### src/rtl/key_debounce_bank.sv
// key_debounce_bank: synchronises and debounces a bank of active-low push-buttons,
// producing clean active-high levels plus one-cycle press/release strobes.

// One debounce channel: four-state FSM with a stability counter.
module key_debounce_ch #(
    parameter int DEBOUNCE_CYCLES = 250000,
    parameter int CNT_W           = 18
) (
    input  logic clk,
    input  logic rst_n,
    input  logic key_s,      // synchronised key, active-low
    output logic level,
    output logic level_nxt,  // next-state level, lets the bank register key_any in step
    output logic press,
    output logic rel
);
    typedef enum logic [1:0] {IDLE, PRESS_WAIT, HELD, RELEASE_WAIT} state_t;

    localparam logic [CNT_W-1:0] CNT_MAX = CNT_W'(DEBOUNCE_CYCLES - 1);

    state_t           state, state_nxt;
    logic [CNT_W-1:0] cnt, cnt_nxt;
    logic             press_nxt, rel_nxt;

    // State, counter and registered outputs; reset drops any pending transition.
    always_ff @(posedge clk or negedge rst_n) begin
        if (!rst_n) begin
            state <= IDLE;
            cnt   <= '0;
            level <= 1'b0;
            press <= 1'b0;
            rel   <= 1'b0;
        end else begin
            state <= state_nxt;
            cnt   <= cnt_nxt;
            level <= level_nxt;
            press <= press_nxt;
            rel   <= rel_nxt;
        end
    end

    // Next-state logic: counter restarts on every new excursion and never wraps,
    // because reaching CNT_MAX always leaves the wait state.
    always_comb begin
        state_nxt = state;
        cnt_nxt   = cnt;
        level_nxt = level;
        press_nxt = 1'b0;
        rel_nxt   = 1'b0;
        case (state)
            IDLE: begin
                if (!key_s) begin
                    state_nxt = PRESS_WAIT;
                    cnt_nxt   = '0;
                end
            end
            PRESS_WAIT: begin
                if (key_s) begin
                    state_nxt = IDLE;
                end else if (cnt == CNT_MAX) begin
                    state_nxt = HELD;
                    level_nxt = 1'b1;
                    press_nxt = 1'b1;
                end else begin
                    cnt_nxt = cnt + 1'b1;
                end
            end
            HELD: begin
                if (key_s) begin
                    state_nxt = RELEASE_WAIT;
                    cnt_nxt   = '0;
                end
            end
            RELEASE_WAIT: begin
                if (!key_s) begin
                    state_nxt = HELD;
                end else if (cnt == CNT_MAX) begin
                    state_nxt = IDLE;
                    level_nxt = 1'b0;
                    rel_nxt   = 1'b1;
                end else begin
                    cnt_nxt = cnt + 1'b1;
                end
            end
            default: state_nxt = IDLE;
        endcase
    end
endmodule

// Bank top: shared two-flop synchroniser, array of channels, registered key_any.
module key_debounce_bank #(
    parameter int N_KEYS          = 5,
    parameter int DEBOUNCE_CYCLES = 250000,
    parameter int CNT_W           = 18
) (
    input  logic              clk,
    input  logic              rst_n,
    input  logic [N_KEYS-1:0] key_n,
    output logic [N_KEYS-1:0] key_level,
    output logic [N_KEYS-1:0] key_press,
    output logic [N_KEYS-1:0] key_release,
    output logic              key_any
);
    logic [N_KEYS-1:0] s1, s2;
    logic [N_KEYS-1:0] level_nxt;

    // Two-flop synchroniser; resets to released so no spurious press at startup.
    always_ff @(posedge clk or negedge rst_n) begin
        if (!rst_n) begin
            s1 <= '1;
            s2 <= '1;
        end else begin
            s1 <= key_n;
            s2 <= s1;
        end
    end

    genvar g;
    generate
        for (g = 0; g < N_KEYS; g++) begin : g_ch
            key_debounce_ch #(
                .DEBOUNCE_CYCLES(DEBOUNCE_CYCLES),
                .CNT_W          (CNT_W)
            ) u_ch (
                .clk      (clk),
                .rst_n    (rst_n),
                .key_s    (s2[g]),
                .level    (key_level[g]),
                .level_nxt(level_nxt[g]),
                .press    (key_press[g]),
                .rel      (key_release[g])
            );
        end
    endgenerate

    // key_any follows next-state levels so it moves in the same cycle as key_level.
    always_ff @(posedge clk or negedge rst_n) begin
        if (!rst_n) key_any <= 1'b0;
        else        key_any <= |level_nxt;
    end
endmodule

### config.mk
export PLATFORM = sky130hd
export DESIGN_NAME = key_debounce_bank
export DESIGN_NICKNAME = d
export VERILOG_FILES = /design/src/rtl/key_debounce_bank.sv
export SDC_FILE = /design/constraint.sdc
export NUM_CORES = 1
export LEC_CHECK = 0
export ABC_AREA = 1
export BUFFER_PORTS_ARGS = -buffer_cell sky130_fd_sc_hd__buf_2
export CAP_MARGIN = 30
export CORE_MARGIN = 3
export CORE_UTILIZATION = 62
export DETAILED_ROUTE_END_ITERATION = 10
export GPL_ROUTABILITY_DRIVEN = 0
export PLACE_DENSITY_LB_ADDON = 0.1
export SYNTH_ARGS = -nofsm -noshare
export SYNTH_HDL_FRONTEND = slang
export SYNTH_SLANG_ARGS = --single-unit
export TNS_END_PERCENT = 100
### constraint.sdc
create_clock -name clk -period 2 [get_ports clk]
set_input_delay 0.4 -clock clk [delete_from_list [all_inputs] [get_ports clk]]
set_output_delay 0.4 -clock clk [all_outputs]
set_load 0.05 [all_outputs]
==> run metrics, run 1 <==
PortBufs=22; Main synth FF type=dfrtp_1; Worst EP required=2.31 ns; Die Wd=113 um; setup violators final=0; Final WS setup=0.105 ns; CP Capture Type=flop; die area=approximately 13,000 um2; Hold Path Class=in2reg; Synth cell types=39; num ports=23; routed vias=5,974; CTS Buf Count=17; most frequent cells after synthesis=nand2_1 (206), dfrtp_1 (116), inv_1 (101); final worst path period need=1.89 ns; core region area=11,000 um2; Via-to-Cell Ratio=5.53; leakage=0.00357 uW; Clock transition at path regs=0.06 ns; Critical Path End=g_ch[4].u_ch.cnt[9]$_DFFE_PN0P_; reg-to-reg slack, setup=0.11 ns; RSZ-0062 raised after global routing=true; synthesized area=between 7000 and 8000 um2; Die Y=113 um; nets=940; maximum vdd drop=0.000898 V; DR WL/cell=14.1 um; Final period util=0.947; number of max-cap violations=0; Post-synth EDFFs=0; CTS tree=yes; Yosys reg bits=126; reg2reg start=g_ch[4].u_ch.cnt[1]$_DFFE_PN0P_; most numerous cell in the Yosys netlist=nand2_1; diodes inserted=0; clock latency on the worst-skew pair=0.42 ns; r2r endpoint=g_ch[4].u_ch.cnt[9]$_DFFE_PN0P_; Synth area leader=dfrtp_1; Setup crit start=g_ch[4].u_ch.cnt[1]$_DFFE_PN0P_; Yosys warnings=0; # rows=38; H-tree Lvls=4; CP Class=reg2reg; status=completed; initial antenna violation count=0; startpoint type of the worst setup path=flop; pin count of the biggest net entering global routing=40; final hold slack=0.0760 ns; worst-case reg-to-reg path depth=7; worst-path maximum fanout=11; Antenna Nets Post-Route=0; Hold Path Cell Cnt=1; initial core utilization=0.643; Async S/R FF share, synth=1.00; worst slew pin tran=~0.55 ns; CTS Buffer Depth=2; Sink Count=126; pwr dens=764 nW/um2; post-synthesis sequential area ratio=0.446; Post-CTS Setup Inserts=0; DRT Pass-1 Iters=5; Max Fclk=528 MHz; Initial DRC Count=480; Root Driver=clkbuf_16; Post-DP HPWL=10,800 um; Yosys top cell area share=0.409; Clock Skews=0.00504 ns; Syn Inst Count=900; first-pass GRT wire length=26,700 um; Syn Area/Cell=just under 8 um2; DR DRC count=0; vias in the first global route=5,870; Max Slew Vio Count=0; Final Hold Fails=0; Area contributors post-synth=dfrtp_1 (41%), nand2_1 (11%), inv_1 (5.3%), nor2_1 (5.2%), xor2_1 (4.8%); WL final=15,200 um; Remaining Overflow, GRT=0; Synth-to-Final Area Change=12.2%; Relative slew margins=0.632; post-place setup slack=-0.140 ns; fraction of layout cells with a size suffix above 1=0.152; Total GRT Usage=0.258; Worst Path Arrival=2.20 ns; Mapped Nets=between 900 and 1,000
==> metal layers <==
layer	routed length [um]	global-route usage	vias up
met4	206	0.0986	0
met5	0	0	-
met3	658	0.0679	22
li1	-	-	2983
met1	6970	0.335	2835
met2	7390	0.415	134
==> layout by cell type (no fill, tap or decap), types with 4 or more instances in the layout <==
cell	count
nand2_1	206
dfrtp_1	116
inv_1	101
nor2_1	98
nand3_1	67
xor2_1	39
nor3_1	38
o21ai_0	37
nand4_1	30
buf_2	21
o31ai_1	20
clkbuf_16	17
inv_2	15
buf_4	15
o21ai_2	13
o21ai_1	12
a21oi_1	11
dfstp_2	10
nor2_4	6
o22ai_2	6
clkinv_2	6
nor3_2	5
nand3b_1	4
xnor2_1	4
ha_1	4
clkbuf_8	4
buf_12	4
==> repair_timing <==
item,CTS,global route
endpoints found under the setup margin,5,11
resized for setup,1,3
pin swaps,0,0
hold buffers,1,0
hold endpoints to repair,34,0
==> critical path, stage by stage (launching register included) <==
cell	delay, ns
dfrtp_1	0.40
ha_1	0.24
nand3_1	0.16
nor3_2	0.09
a21oi_2	0.42
nand3_1	0.19
o21ai_0	0.21
nor2_1	0.07
==> sequential cells by signal, summed over array words and instances (netlist names), named ones only <==
register         flops
g_ch.u_ch.press      5
s2                   5
key_any              1
g_ch.u_ch.rel        5
g_ch.u_ch.cnt       90
s1                   5
g_ch.u_ch.state      5
g_ch.u_ch.level      5
==> logic make-up (layout without fill, tap and decap cells) <==
logic type      count (synthesis)  after routing  synth area share
xor+xnor                       43             43            0.0531
flops                         126            126             0.446
fa+ha+maj                       5              5           0.00882
buf+inv                       150            191            0.0953
simple gates                  470            470             0.300
compound gates                106            106            0.0967
==> power by group <==
group | total, uW | internal [uW] | switching (uW) | leakage, uW
clock network | 3050 | 1950 | 1100 | 0.000294
logic | 354 | 117 | 237 | 0.00157
registers | 2670 | 2620 | 54.0 | 0.00170
==> layout make-up <==
type | count | area [um2]
Clock buffer | 21 | 480
Fill cell | 840 | 3070
Timing Repair Buffer | 42 | 319
Multi-Input combinational cell | 624 | 3260
Inverter | 117 | 439
Tap cell | 140 | 175
Sequential cell | 126 | 3170
Clock inverter | 11 | 114
==> stage by stage <==
stage          TNS, ns  total power, uW  utilization  std cells  cell area [um2]
2_1_floorplan        0             2900            -        900             7090
5_1_grt        -0.0426             6300        0.721       1081             7960
3_5_place_dp    -0.204             3060        0.665       1048             7340
3_3_place_gp         0             3040        0.665       1048             7340
4_1_cts              0             6120        0.720       1081             7950
6_report             0             6080        0.721       1081             7960
==> worst min-delay path by stage <==
stage	from	end	slack (ns)
floorplan	rst_n	async pin	0.10
global placement	s1[3]$_DFF_PN1_	s2[3]$_DFF_PN1_	0.35
detailed placement	s1[2]$_DFF_PN1_	s2[2]$_DFF_PN1_	0.35
CTS	key_n[4]	s1[4]$_DFF_PN1_	0.06
global route	key_n[3]	s1[3]$_DFF_PN1_	0.06
finish	key_n[4]	s1[4]$_DFF_PN1_	0.08
No activity file was read; power rests on OpenSTA's default activity.
==> inputs of run 2 (changes only) <==
--- a/config.mk
+++ b/config.mk
@@ -7,3 +7,2 @@
 export LEC_CHECK = 0
-export ABC_AREA = 1
 export BUFFER_PORTS_ARGS = -buffer_cell sky130_fd_sc_hd__buf_2
@@ -15,2 +14,3 @@
 export PLACE_DENSITY_LB_ADDON = 0.1
+export SKIP_CTS_REPAIR_TIMING = 1
 export SYNTH_ARGS = -nofsm -noshare
==> constraint.sdc (replaced) <==
create_clock -name clk -period 2 [get_ports clk]
set_input_delay 0.2 -clock clk [delete_from_list [all_inputs] [get_ports clk]]
set_output_delay 0.2 -clock clk [all_outputs]
set_load 0.05 [all_outputs]
==> run 2 against run 1 <==
Effect of this change: the flow now finishes with violations (setup timing); clock skew increased by 0.0039 ns; final area rose by 7.9%; sequential share of layout area shrank 2.9 points; count of clock-buffer cells in the layout increased by 4; combinational power increased by 7.1%; sequential power hardly changed; worst hold slack improved by 0.10 ns; critical path type unchanged; critical endpoint is now g_ch[4].u_ch.cnt[5]$_DFFE_PN0P_.
==> run metrics, run 2 <==
Comb pwr share=0.063 (was 0.058); Root Driver=clkbuf_8 (was clkbuf_16); # rows=36 (was 38); max FFs per register=90 (unchanged); clock latency on the worst-skew pair=0.53 ns (was 0.42 ns); placed cells=900 (was 1,048); Initial DRC Count=507 (was 480); Synth-to-Final Area Change=32.5% (was 12.2%); synthesized area=6480 um2 (was 7090 um2); Final Hold Fails=0 (unchanged); core region area=9950 um2 (was 11,000 um2); vias in the first global route=5,778 (was 5,870); pin count of the biggest net entering global routing=53 (was 40); DR WL/cell=19.1 um (was 14.1 um); Main synth FF type=dfrtp_1 (unchanged); first-pass GRT wire length=27,000 um (was 26,700 um); leakage=0.00384 uW (was 0.00357 uW); final worst path period need=2.38 ns (was 1.89 ns); Max Slew Vio Count=0 (unchanged); Most flops, register=g_ch.u_ch.cnt (unchanged); Yosys top cell area share=0.448 (was 0.409); post-synthesis sequential area ratio=0.489 (was 0.446); CTS Buffer Depth=2 (unchanged); setup TNS=-4.12 ns (was 0 ns); Total GRT Usage=0.293 (was 0.258); Int Pwr=4610 uW (was 4690 uW); clock power share=0.491 (was 0.502); net switching power=1370 uW (was 1390 uW); initial core utilization=0.651 (was 0.643); footprint of the multi-input gates=3350 um2 (was 3260 um2); fraction of layout cells with a size suffix above 1=0.315 (was 0.152); most frequent cells after synthesis=dfrtp_1 (116), nor2_1 (57), nand2_1 (48) (was nand2_1 (206), dfrtp_1 (116), inv_1 (101)); CP Capture Type=flop (unchanged); Sink Count=126 (unchanged); pwr dens=696 nW/um2 (was 764 nW/um2); setup violators final=22 (was 0); diodes inserted=0 (unchanged); Syn Inst Count=660 (was 900); register area=3170 um2 (unchanged); most numerous cell in the Yosys netlist=dfrtp_1 (was nand2_1); Synth area leader=dfrtp_1 (unchanged); Post-DP HPWL=10,900 um (was 10,800 um); Hold Path Class=in2async (was in2reg); Clock transition at path regs=0.06 ns (about the same); multiplexer area fraction after synthesis=0.0210 (was 0); met3 usage=0.0621 (was 0.0679); most common cell after layout, fill and taps aside=buf_4 (was nand2_1); Antenna Nets Post-Route=0 (unchanged); Sw Ratio=0.230 (was 0.229); Max Fclk=420 MHz (was 528 MHz); Compound-Gate Fraction of Synth Area=0.136 (was 0.0967); Post-Synth Adder-Cell Area=0.00965 (was 0.00882); startpoint type of the worst setup path=flop (unchanged); Yosys warnings=0 (unchanged); initial antenna violation count=0 (unchanged); routed vias=6,103 (was 5,974); Worst EP required=2.43 ns (was 2.31 ns); Final Non-Filler Cells=955 (was 1,081); Clock Skews=0.00892 ns (was 0.00504 ns); Worst Path Arrival=2.81 ns (was 2.20 ns); GRT busiest layer=met2 (unchanged); Fillers=484 (was 840); Synth Area in Simple Gates=0.238 (was 0.300); Async S/R FF share, synth=1.00 (unchanged); Die Y=108 um (was 113 um); worst slew pin tran=0.713 ns (was 0.552 ns); Mapped Nets=672 (was 912); Die Wd=108 um (was 113 um); Post-synth EDFFs=0 (unchanged); WL final=18,200 um (was 15,200 um); nets=821 (was 940); Remaining Overflow, GRT=0 (unchanged); num ports=23 (unchanged); worst-path maximum fanout=6 (was 11); GRT met2 Usage=0.496 (was 0.415); commonest cells after routing, fill and taps aside=buf_4 (121), dfrtp_1 (116), nor2_1 (52), nand2_1 (48), nand3_1 (31) (was nand2_1 (206), dfrtp_1 (116), inv_1 (101), nor2_1 (98), nand3_1 (67)); CP Class=reg2reg (unchanged); grt met1 use=0.370 (was 0.335); RSZ-0062 raised after global routing=true (unchanged); Synth cell types=56 (was 39); DRT Pass-1 Iters=7 (was 5); Final WS setup=-0.382 ns (was 0.105 ns); number of max-cap violations=0 (unchanged); Relative slew margins=0.524 (was 0.632); Final period util=1.19 (was 0.947); DR DRC count=0 (unchanged); Area contributors post-synth=dfrtp_1 (45%), dfstp_2 (4.1%), xor2_1 (4.1%), nor2_1 (3.3%), nand2_1 (2.8%) (was dfrtp_1 (41%), nand2_1 (11%), inv_1 (5.3%), nor2_1 (5.2%), xor2_1 (4.8%)); failing checks=setup timing; Syn Area/Cell=9.82 um2 (was 7.88 um2); Via-to-Cell Ratio=6.39 (was 5.53); die area=11,700 um2 (was 12,800 um2); H-tree Lvls=4 (unchanged); Seq pwr share=0.446 (was 0.440); Yosys reg bits=126 (unchanged); maximum vdd drop=0.000634 V (was 0.000898 V); PortBufs=22 (unchanged); CTS tree=yes (unchanged); status=finished, violations left (was completed); largest family of logic cells by synthesized area=simple AND/OR/NAND/NOR gates (unchanged); Synth Area in XOR/XNOR=0.0635 (was 0.0531); reg-to-reg slack, setup=-0.38 ns (was 0.11 ns); CTS Buf Count=17 (unchanged)
[run 2: cell types whose count changed after synthesis, moves of 14 or more]
cell and delta:
and3_1 +14, inv_2 -15, nor3_1 -24, nor2_1 -41, nor4_1 +14, or3_1 +18
nand2_1 -158, inv_1 -79, a21oi_1 +19, nand3_1 -32
[run 2: cell families after synthesis]
| logic type | after synthesis |
|---|---|
| adders and majority gates | 5 |
| DFF | 126 |
| muxes | 13 |
| AOI/OAI and AO/OA | 130 |
| buffers and inverters | 57 |
| and+or+nand+nor | 282 |
| xor gates and xnor gates | 47 |
[run 2: routing by layer]
layer | share of wire | routed length, um
met2 | 0.49 | 8940
met4 | 0.035 | 632
met3 | 0.064 | 1160
met1 | 0.41 | 7480
met5 | 0 | 0
[run 2: cell type report]
| class | count | share of cell area |
|---|---|---|
| inverter | 22 | 0.00962 |
| clock buffer | 25 | 0.0587 |
| tap | 133 | 0.0194 |
| timing repair buffer | 163 | 0.146 |
| clock inverter | 7 | 0.00700 |
| multi-input combinational | 479 | 0.390 |
| sequential | 126 | 0.369 |
[run 2: path summary, 6_finish.rpt]
kind,from,to,cells after the start
min in group clk,key_n[0],s1[0]$_DFF_PN1_,2
max in group asynchronous,rst_n,s2[0]$_DFF_PN1_,3
setup / recovery,g_ch[4].u_ch.cnt[5]$_DFFE_PN0P_,g_ch[4].u_ch.cnt[5]$_DFFE_PN0P_,5
hold / removal,rst_n,g_ch[2].u_ch.cnt[1]$_DFFE_PN0P_,2
setup reg to reg,g_ch[4].u_ch.cnt[5]$_DFFE_PN0P_,g_ch[4].u_ch.cnt[5]$_DFFE_PN0P_,5
hold reg to reg,s1[2]$_DFF_PN1_,s2[2]$_DFF_PN1_,0
[run 2: per-stage QoR]
stage	power (uW)	worst slack [ns]	instance area (um2)	util	hold slack, ns
finish	5980	-0.382	8580	0.862	0.178
global route	6140	-0.429	8580	0.862	0.227
CTS	5930	-0.320	8090	0.813	-0.351
detailed placement	3040	-0.290	7520	0.756	0.198
global placement	3010	-0.261	7510	0.755	0.193
floorplan	2850	-0.243	6540	-	-0.0956
[run 2: power by group through the flow]
| stage | registers [uW] | logic [uW] | clock network [uW] |
|---|---|---|---|
| after floorplan | 2700 | 149 | 0 |
| after global placement | 2700 | 313 | 0 |
| after detailed placement | 2700 | 337 | 0 |
| after CTS | 2660 | 344 | 2930 |
| after global routing | 2670 | 412 | 3050 |
| final | 2670 | 379 | 2930 |
[run 2: worst max-delay path, stage by stage (launching register included)]
cell and delay (ns):
dfrtp_1 0.41, or4b_4 0.55, or4_4 0.64, o2111ai_4 0.35, o21ai_2 0.09, a21oi_1 0.23
